**src/rtl/sample_serializer.sv**
```systemverilog
// Sample serializer: buffers decimated sample words in a small FIFO and
// shifts each one out MSB first on a divided bit clock, with a frame sync
// during the MSB and one silent bit period of gap after every frame.
module sample_serializer #(
  parameter int DATA_W     = 12,
  parameter int FIFO_DEPTH = 4,
  parameter int SCLK_DIV   = 4
) (
  input  logic              clk,
  input  logic              rst_n,
  input  logic [DATA_W-1:0] data_in,
  input  logic              new_data,
  output logic              sclk,
  output logic              sdout,
  output logic              fsync,
  output logic              busy,
  output logic              overflow,
  input  logic              clr_ovf
);

  localparam int AW   = $clog2(FIFO_DEPTH);
  localparam int CW   = AW + 1;
  localparam int DIVW = $clog2(2 * SCLK_DIV);
  localparam int BW   = (DATA_W > 1) ? $clog2(DATA_W) : 1;

  localparam logic [DIVW-1:0] DIV_LAST = DIVW'(2 * SCLK_DIV - 1);
  localparam logic [DIVW-1:0] DIV_HALF = DIVW'(SCLK_DIV);
  localparam logic [BW-1:0]   BIT_MSB  = BW'(DATA_W - 1);
  localparam logic [CW-1:0]   CNT_FULL = CW'(FIFO_DEPTH);

  typedef enum logic [1:0] {IDLE, SHIFT, GAP} state_t;

  state_t            state_q, state_d;
  logic [DIVW-1:0]   div_q, div_d;
  logic [BW-1:0]     bit_q, bit_d;
  logic [DATA_W-1:0] sh_q, sh_d;

  logic              nd_q;
  logic [DATA_W-1:0] mem_q [FIFO_DEPTH];
  logic [AW-1:0]     wr_ptr_q, rd_ptr_q;
  logic [CW-1:0]     cnt_q, cnt_d;

  logic sclk_d, sdout_d, fsync_d, busy_d, ovf_d;
  logic sclk_q, sdout_q, fsync_q, busy_q, ovf_q;

  logic accept, full, pop, push, drop;

  // Rising-edge strobe detect and FIFO handshake; a pop in the same cycle
  // frees the slot a full-FIFO push needs, so that push is not dropped.
  always_comb begin
    accept = new_data & ~nd_q;
    full   = (cnt_q == CNT_FULL);
    pop    = (state_q == IDLE) && (cnt_q != '0);
    push   = accept && (!full || pop);
    drop   = accept && full && !pop;
    cnt_d  = cnt_q + CW'(push) - CW'(pop);
    ovf_d  = drop ? 1'b1 : (clr_ovf ? 1'b0 : ovf_q);
  end

  // FIFO storage, written at the tail on every accepted push.
  always_ff @(posedge clk) begin
    if (push) mem_q[wr_ptr_q] <= data_in;
  end

  // FIFO pointers, occupancy, edge detector and sticky overflow.
  always_ff @(posedge clk or negedge rst_n) begin
    if (!rst_n) begin
      nd_q     <= 1'b0;
      wr_ptr_q <= '0;
      rd_ptr_q <= '0;
      cnt_q    <= '0;
      ovf_q    <= 1'b0;
    end else begin
      nd_q  <= new_data;
      cnt_q <= cnt_d;
      ovf_q <= ovf_d;
      if (push) wr_ptr_q <= wr_ptr_q + 1'b1;
      if (pop)  rd_ptr_q <= rd_ptr_q + 1'b1;
    end
  end

  // FSM state register with the shift datapath it sequences.
  always_ff @(posedge clk or negedge rst_n) begin
    if (!rst_n) begin
      state_q <= IDLE;
      div_q   <= '0;
      bit_q   <= '0;
      sh_q    <= '0;
    end else begin
      state_q <= state_d;
      div_q   <= div_d;
      bit_q   <= bit_d;
      sh_q    <= sh_d;
    end
  end

  // Next-state logic: load on pop, shift per bit period, one gap period.
  always_comb begin
    state_d = state_q;
    div_d   = div_q;
    bit_d   = bit_q;
    sh_d    = sh_q;
    unique case (state_q)
      IDLE: begin
        if (pop) begin
          sh_d    = mem_q[rd_ptr_q];
          bit_d   = BIT_MSB;
          div_d   = '0;
          state_d = SHIFT;
        end
      end
      SHIFT: begin
        if (div_q == DIV_LAST) begin
          div_d = '0;
          sh_d  = {sh_q[DATA_W-2:0], 1'b0};
          if (bit_q == '0) state_d = GAP;
          else             bit_d   = bit_q - 1'b1;
        end else begin
          div_d = div_q + 1'b1;
        end
      end
      GAP: begin
        if (div_q == DIV_LAST) begin
          div_d   = '0;
          state_d = IDLE;
        end else begin
          div_d = div_q + 1'b1;
        end
      end
      default: state_d = IDLE;
    endcase
  end

  // Output decode; serial pins lag the FSM by one register stage, while
  // busy is taken from next state so it rises in the accept cycle.
  always_comb begin
    sclk_d  = (state_q == SHIFT) && (div_q >= DIV_HALF);
    sdout_d = (state_q == SHIFT) && sh_q[DATA_W-1];
    fsync_d = (state_q == SHIFT) && (bit_q == BIT_MSB);
    busy_d  = (state_d != IDLE) || (cnt_d != '0);
  end

  // Output registers.
  always_ff @(posedge clk or negedge rst_n) begin
    if (!rst_n) begin
      sclk_q  <= 1'b0;
      sdout_q <= 1'b0;
      fsync_q <= 1'b0;
      busy_q  <= 1'b0;
    end else begin
      sclk_q  <= sclk_d;
      sdout_q <= sdout_d;
      fsync_q <= fsync_d;
      busy_q  <= busy_d;
    end
  end

  assign sclk     = sclk_q;
  assign sdout    = sdout_q;
  assign fsync    = fsync_q;
  assign busy     = busy_q;
  assign overflow = ovf_q;

endmodule

```
**config.mk**
```make
export PLATFORM = sky130hd
export DESIGN_NAME = sample_serializer
export DESIGN_NICKNAME = d
export VERILOG_FILES = /design/src/rtl/sample_serializer.sv
export SDC_FILE = /design/constraint.sdc
export NUM_CORES = 1
export LEC_CHECK = 0
export ABC_AREA = 1
export CAP_MARGIN = 20
export CORE_MARGIN = 5
export CORE_UTILIZATION = 40
export CTS_BUF_LIST = sky130_fd_sc_hd__clkbuf_4 sky130_fd_sc_hd__clkbuf_8 sky130_fd_sc_hd__clkbuf_16
export CTS_CLUSTER_DIAMETER = 80
export CTS_CLUSTER_SIZE = 14
export DETAILED_ROUTE_END_ITERATION = 10
export SLEW_MARGIN = 20
export SYNTH_ARGS = -nofsm -noshare
export SYNTH_HDL_FRONTEND = slang
export SYNTH_SLANG_ARGS = --single-unit
```
**constraint.sdc**
```tcl
create_clock -name clk -period 5 [get_ports clk]
set_input_delay 1 -clock clk [delete_from_list [all_inputs] [get_ports clk]]
set_output_delay 1 -clock clk [all_outputs]
set_load 0.02 [all_outputs]
```
==> results of run 1 <==
flip-flops by register name (all words and copies together) (netlist names):
| name | cells |
|---|---|
| overflow | 1 |
| mem_q | 48 |
| sh_q | 12 |
| fsync | 1 |
| wr_ptr_q | 2 |
| rd_ptr_q | 2 |
| state_q | 2 |
| nd_q | 1 |
| sclk | 1 |
| sdout | 1 |
| div_q | 3 |
| busy | 1 |
| bit_q | 4 |
| cnt_q | 3 |
per-stage QoR:
step | total power, mW | hold WS (ns)
2_1_floorplan | 0.9335 | 0.4492
4_1_cts | 1.449 | 0.4875
6_report | 1.426 | 0.4835
3_3_place_gp | 0.9873 | 0.4630
5_1_grt | 1.500 | 0.5190
3_5_place_dp | 0.9977 | 0.4653
logic make-up (layout without fill, tap and decap cells):
logic type      Yosys count  after routing  synth area share [%]
xor+xnor                  3              3                0.7122
buf+inv                  43             68                 5.697
fa+ha+maj                16             16                 5.629
compound gates           16             16                 2.374
flops                    82             82                 62.12
simple gates            199            199                 23.47
where the power goes:
group          switching [mW]  internal (mW)  total [mW]
Clock                   0.257          0.189       0.446
Combinational           0.104         0.0625       0.167
Sequential             0.0297          0.784       0.813
cell usage after synthesis:
| master | number | area share [%] |
|---|---|---|
| o21ai_2 | 1 | 0.24 |
| buf_4 | 2 | 0.41 |
| nor2_4 | 1 | 0.31 |
| buf_2 | 4 | 0.54 |
| a21oi_1 | 1 | 0.14 |
| inv_2 | 3 | 0.31 |
| o21ai_1 | 5 | 0.68 |
| nand3_2 | 1 | 0.27 |
| nor2_1 | 19 | 1.9 |
| fa_1 | 1 | 0.54 |
| inv_4 | 1 | 0.17 |
| buf_6 | 3 | 0.92 |
| nand2_1 | 124 | 13 |
| xor2_1 | 2 | 0.47 |
| edfxtp_1 | 48 | 39 |
| buf_8 | 1 | 0.41 |
| clkbuf_1 | 1 | 0.10 |
| xnor2_1 | 1 | 0.24 |
| nor2_2 | 3 | 0.51 |
| nand4_1 | 3 | 0.51 |
| nand3_1 | 40 | 5.4 |
| o21ai_0 | 7 | 0.95 |
| nand2_2 | 4 | 0.68 |
| dfrtp_1 | 34 | 23 |
| inv_1 | 28 | 2.8 |
| nand2_4 | 1 | 0.31 |
| o22ai_1 | 1 | 0.17 |
| o211ai_1 | 1 | 0.20 |
| or2_2 | 1 | 0.17 |
| nand3b_1 | 1 | 0.20 |
| ha_1 | 15 | 5.1 |
| nor2_8 | 1 | 0.54 |
area by class of cell:
class,count,share of cell area [%]
Clock inverter,7,1.424
Timing Repair Buffer,20,4.727
Tap cell,111,3.364
Sequential cell,82,55.52
Inverter,32,2.970
Clock buffer,9,3.000
Multi-Input combinational cell,234,29.00
path summary, 6_finish.rpt:
check | from | to | cells after the start
min | sh_q[10] | sh_q[10] | 2
max in group asynchronous | rst_n | wr_ptr_q[1] | 1
min in group asynchronous | rst_n | sdout | 1
max reg2reg | state_q[0] | busy | 12
max | new_data | busy | 11
min reg2reg | sh_q[10] | sh_q[10] | 2
routing by layer:
metal	track usage, %	vias up	wire, um	part of all wire (%)
li1	-	1207	-	-
met1	16.28	1121	3006	47
met2	20.08	31	3118	49
met3	3.097	8	200	3.1
met4	4.440	0	99	1.5
met5	0	-	0	0
worst max-delay path: cells and delay by family:
family | cells | cell delay [ns]
adders and majority gates | 3 | 0.97
and+or+nand+nor | 5 | 0.84
buffers and inverters | 3 | 0.55
==> results.md, run 1 <==
- The clock skew is 0.01399 ns.
- Once detail routing completed, the nets flagged for antenna violations numbered 0.
- In the final layout, flip-flops and latches occupy 0.002292 mm^2.
- The final design instance area without fill is 0.004129 mm^2.
- The width of the die is 106.0 um.
- The buffer type at the clock tree root is clkbuf_8.
- In the final layout, the multi-input gates occupy 0.001197 mm^2.
- The clock-pin slew reported for the worst setup and hold paths after clock tree synthesis is 0.09 ns.
- The maximum achievable frequency is 0.3224 GHz.
- The critical path is of the primary input to flip-flop type.
- The final critical delay including setup and external delays is 3.102 ns.
- The number of max-slew violations in the final report is 0.
- The area of the mapped netlist is 0.003690 mm^2.
- The most common cell after layout, fill and taps aside is nand2_1.
- The final core area utilization is 45.33%.
- The die covers 0.01125 mm^2.
- Data on the critical path is required at its endpoint by 5.24 ns.
- The clock buffer count from CTS is 9.
- Of the available clock period, the critical path in the final layout requires 62.04%.
- The via count of the first global-routing pass is 2271.
- In this run the worst path has a maximum fanout of 8.
- The cell row count is 35.
- The number of nets handed over by synthesis was 391.
- The detailed-route wire length per cell is 12.98 um.
- The number of buffers on the longest clock path is 2.
- On the worst path, the slowest cell contributes a delay of 0.47 ns.
- For the pin with the worst max-slew slack, the measured transition is 0.9145 ns.
- The aggregate routed wire length is 6424 um.
- The layout has 870 filler cells.
- The number of placed instances, taps included, is 479.
- The number of levels the H-tree was split into is 3.
- In this run the vertical extent of the chip is 106.0 um.
- The routability-driven placement congestion ratio is 0.7076.
- After legalization and detailed placement, the total HPWL measured 4181 um.
- After clock tree synthesis, the setup repair step added 0 buffers.
- In this run the worst hold path is classified as flip-flop to flip-flop.
- The number of hold violations in the final report was 0.
- The max-capacitance violation count is 0.
- Across all layers, the routed design uses 2367 vias.
- Yosys mapped the design onto 32 distinct sky130hd cell types.
- Setup repair after global routing left no endpoint under its margin.
- The mean instance size in the synthesized netlist is 10.28 um^2.
- The pre-antenna-repair detailed-routing pass consisted of 4 iterations.
- Setup violations remaining at the end of the flow were counted as 0.
- The first global-routing pass estimated 10900 um of wire.
- The number of instances in the synthesized netlist is 359.
- The total number of yosys warnings is 0.
- The largest individual stage delay along the critical path comes from the cell clkdlybuf4s50_1.
- In the final timing run, aggregate negative setup slack is 0 ns.
- Walking the worst path, the cells encountered are clkdlybuf4s50_1, inv_1, nor2_1, nand2_2, ha_1, inv_1, ha_1, fa_1, or2_2, nor2_1, nand3_1.
- Global routing consumed, over all layers together, 12.42% of the routing resources.
- The top cell types in the final layout, fill and taps aside, are nand2_1, edfxtp_1, nand3_1, dfrtp_1, inv_1.
- The count of cells in the finished layout, fillers not included, comes to 495.
- The I/O pin count is 21.
- After floorplanning, the core was sized to cover 0.009109 mm^2.
- The flow ran to the end, and the final reports show no timing, DRC or antenna violations.
- The later pin in the worst-skew pair is clocked with a latency of 0.35 ns.
- The slack of the critical path is 1.898 ns.
- The area growth from synthesis to final layout is 11.90%.
- The net count of the finished layout is 411.
- VDD sags by at most 0.2115 mV.
- For this design, the sink count on the clock tree is 82.
- The post-route netlist has 9.635% of its cells at a drive strength greater than 1.
- The flip-flop and latch count after synthesis is 82.
- The CTS tree is yes.
- Buffers inserted to repair hold after CTS numbered 0.
- The count of inserted antenna diode cells is 0.
- The count of input and output buffers is 20.
- Dividing total power by cell area gives a power density of 345.3 mW/mm^2.
- In the routed layout, each cell is associated on average with a via count of 4.782.
- The total cell area at the placement stage is 0.003941 mm^2.
- Once the floorplan was initialized, standard cells occupied 40.51% of the core.
- The total global routing overflow is 0.
- In this run the tightest slew margin relative to its limit is 39.03%.
- Sequential cells were found to cover 62.12% of the synthesized design area.
- The number of design-rule violations left by the first detailed-router iteration is 74.
- The data arrival time of the critical path is 3.34 ns.
- OpenSTA, run right after detailed placement, puts the worst setup slack at 1.548 ns.
- The startpoint class of the critical path is a primary input.
- The number of gates resized after CTS is 0.
- The reg-to-reg setup timing slack is 2.30 ns.
- The count of unresolved DRC violations after routing is 0.
- The static leakage power is 1.789 nW.
- The largest net degree at the start of global routing is 35.
- The number of antenna violations at the first check in global routing is 0.
- The worst setup path is captured at a flip-flop.
Note: power is estimated with default switching activity, not from simulation.
==> run 2: changes to the inputs <==
clock period = 2.6 ns   (was 5 ns; I/O delays follow)
==> results.md, run 2 (same netlist as run 1, synthesis figures left out) <==
- The flow ran to the end, and the final reports show no timing, DRC or antenna violations.
- The CTS tree is yes.
- The worst hold path belongs to the class primary input to asynchronous set/reset pin.
- The die boundary height came to 106.0 um (unchanged).
- The worst max-slew margin expressed relative to the limit is 48.18% (+9.1 points).
- The count of nets left with antenna violations after detail routing came to 0 (unchanged).
- The total routing usage reported by global routing is 12.95% (+0.53 points).
- The share of cells above drive strength 1 is 11.39% (+1.8 points).
- The clock skew is 0.01011 ns (-0.003878 ns).
- The count of inserted antenna diode cells is 0 (unchanged).
- The maximum single-stage delay on the critical path is 0.45 ns (-0.02 ns).
- The max-capacitance violation count came to 0 (unchanged).
- The register with the most flip-flops in the final layout is mem_q.
- The cell count after placement is 490 (+2.3%).
- The critical setup path kind is flip-flop to flip-flop.
- The total global routing overflow is 0 (unchanged).
- The number of design-rule violations left by the first detailed-router iteration is 88 (+19%).
- The width of the die is 106.0 um (unchanged).
- The number of max-slew violations in the final report is 0 (unchanged).
- The number of hold buffers added after CTS is 0 (unchanged).
- The library cells used most frequently in the layout, excluding fill and tap cells, are nand2_1, edfxtp_1, nand3_1, dfrtp_1, inv_1.
- The slew at the pin closest to its max-slew limit is 0.7773 ns (-0.1372 ns).
- The slack of the critical path is 0.1068 ns (-1.791 ns).
- The aggregate routed wire length is 6918 um (+7.7%).
- The layout net count is 422 (+2.7%).
- The data required time of the worst path is 2.84 ns (-2.40 ns).
- The maximum achievable frequency is 0.4011 GHz.
- The area of the die is 0.01125 mm^2 (unchanged).
- In the final layout, the registers with the most flip-flops are mem_q: 48 flops, sh_q: 12 flops, bit_q: 4 flops.
- STA classifies the critical path endpoint as a flip-flop.
- The worst-skew pair later-pin latency came to 0.35 ns (about the same).
- The number of buffers on the longest clock path came to 2 (unchanged).
- The detailed-route vias per instance is 4.838 (+1.2%).
- The slowest stage of the critical path is the fa_1 cell.
- The number of levels the H-tree was split into was 3 (unchanged).
- The initial standard-cell utilization of the core is 40.51% (unchanged).
- The final-layout worst hold slack is 0.2471 ns (-0.2363 ns).
- Broken down by cell family, the worst path's largest delay share belongs to adder cells.
- The buffers plus inverters on the worst setup path is 3 (unchanged).
- The data arrival time of the critical path was 2.73 ns (-0.61 ns).
- The number of gates resized after CTS is 0 (unchanged).
- The area of the core was 0.009109 mm^2 (unchanged).
- The total number of vias came to 2448 (+3.4%).
- The via count of the first global-routing pass is 2382 (+4.9%).
- The peak fanout along the critical path was 3 (-5).
- The number of flip-flops under the largest register name is 48 (unchanged).
- Setup repair after global routing left no endpoint under its margin.
- The detailed-route wire length per cell is 13.67 um (+5.3%).
- Traced cell by cell, the critical path runs through inv_1, ha_1, inv_2, nand3_1, nand2_2, ha_1, inv_1, ha_1, fa_1, or2_2, nor2_1, nand3_1.
- Among the stages of the critical path, the cell type that occurs most often is ha_1.
- The number of hold violations in the final report is 0 (unchanged).
- The cell row count is 35 (unchanged).
- The ratio of final minimum period to clock period is 95.89%.
- The number of antenna violations at the first check in global routing is 0 (unchanged).
- The first-pass GRT wire length came to 11340 um (+4.0%).
- Subtracting the final worst setup slack from the clock period gives 2.493 ns.
- The routability-driven placement congestion ratio came to 0.7520 (+6.3%).
- The clock-pin slew reported for the worst setup and hold paths after clock tree synthesis is 0.09 ns (about the same).
- The post-CTS setup repair buffer count is 0 (unchanged).
- The count of final setup violators came to 0 (unchanged).
- The peak supply drop is 0.4477 mV (+110%).
- The I/O pin count is 21 (unchanged).
- The buffer type at the clock tree root is clkbuf_8.
- The number of clock sinks seen by CTS is 82 (unchanged).
- The count of input and output buffers came to 20 (unchanged).
- The power per unit of standard cell area came to 688.6 mW/mm^2 (+99%).
- The area growth from synthesis to final layout is 14.92%.
- The clock buffer count from CTS is 9 (unchanged).
- The count of unresolved DRC violations after routing is 0 (unchanged).
- The number of non-filler instances in the completed layout is 506 (+2.2%).
- The final setup TNS came to 0 ns (unchanged).
- The most common cell after layout, fill and taps aside is nand2_1.
- The final HPWL from detailed placement is 4462 um (+6.7%).
- The minimum setup slack after placement is -0.2265 ns (-1.774 ns).
- The static leakage power is 1.859 nW (+3.9%).
- The largest net degree at the start of global routing was 35 (unchanged).
- The iteration count of the initial detailed-routing pass came to 4 (unchanged).
- The startpoint class of the critical path is a flip-flop.
## run 2: final timing paths
path | startpoint | to | slack, ns | cells after the start
worst min register to register | sh_q[8] | sh_q[8] | 0.48 | 2
max in group asynchronous | rst_n | sh_q[10] | 1.86 | 1
worst max-delay path | state_q[1] | busy | 0.11 | 12
worst max register to register | state_q[1] | busy | 0.11 | 12
min in group clk | sh_q[8] | sh_q[8] | 0.48 | 2
worst min-delay path | rst_n | div_q[0] | 0.25 | 1
## run 2: metrics by stage
| step | total power [mW] | util [%] | instance area [um^2] |
|---|---|---|---|
| 2_1_floorplan | 1.795 | - | 3690 |
| 3_3_place_gp | 1.913 | 44.12 | 4019 |
| 3_5_place_dp | 1.931 | 44.12 | 4019 |
| 4_1_cts | 2.961 | 46.55 | 4240 |
| 5_1_grt | 3.072 | 46.55 | 4240 |
| 6_report | 2.920 | 46.55 | 4240 |
## run 2: power breakdown
group | switching, mW | leakage [nW] | internal, mW
logic | 0.200 | 0.899 | 0.131
clock network | 0.470 | 0.110 | 0.555
registers | 0.0575 | 0.850 | 1.51
total | 0.728 | 1.86 | 2.19
## run 2: worst reg2reg max path: stages, from the launching register on
cell,delay (ns)
dfrtp_1,0.41
inv_1,0.11
ha_1,0.24
inv_2,0.06
nand3_1,0.10
nand2_2,0.06
ha_1,0.27
inv_1,0.04
ha_1,0.18
fa_1,0.45
or2_2,0.30
nor2_1,0.10
nand3_1,0.07
## run 2: layout make-up
cell class / instances / area [um^2]
Fill cell: 880 / 4868
Sequential cell: 82 / 2292
Multi-Input combinational cell: 234 / 1187
Timing Repair Buffer: 31 / 277.8
Tap cell: 111 / 138.9
Clock buffer: 10 / 131.4
Inverter: 32 / 122.6
Clock inverter: 6 / 90.09
## run 2: layer usage
layer / part of all wire [%] / GRT usage (%) / vias to the layer above
li1: - / - / 1230
met1: 45 / 15.78 / 1178
met2: 50 / 22.31 / 34
met3: 3.2 / 3.339 / 6
met4: 1.3 / 4.440 / 0
met5: 0 / 0 / -
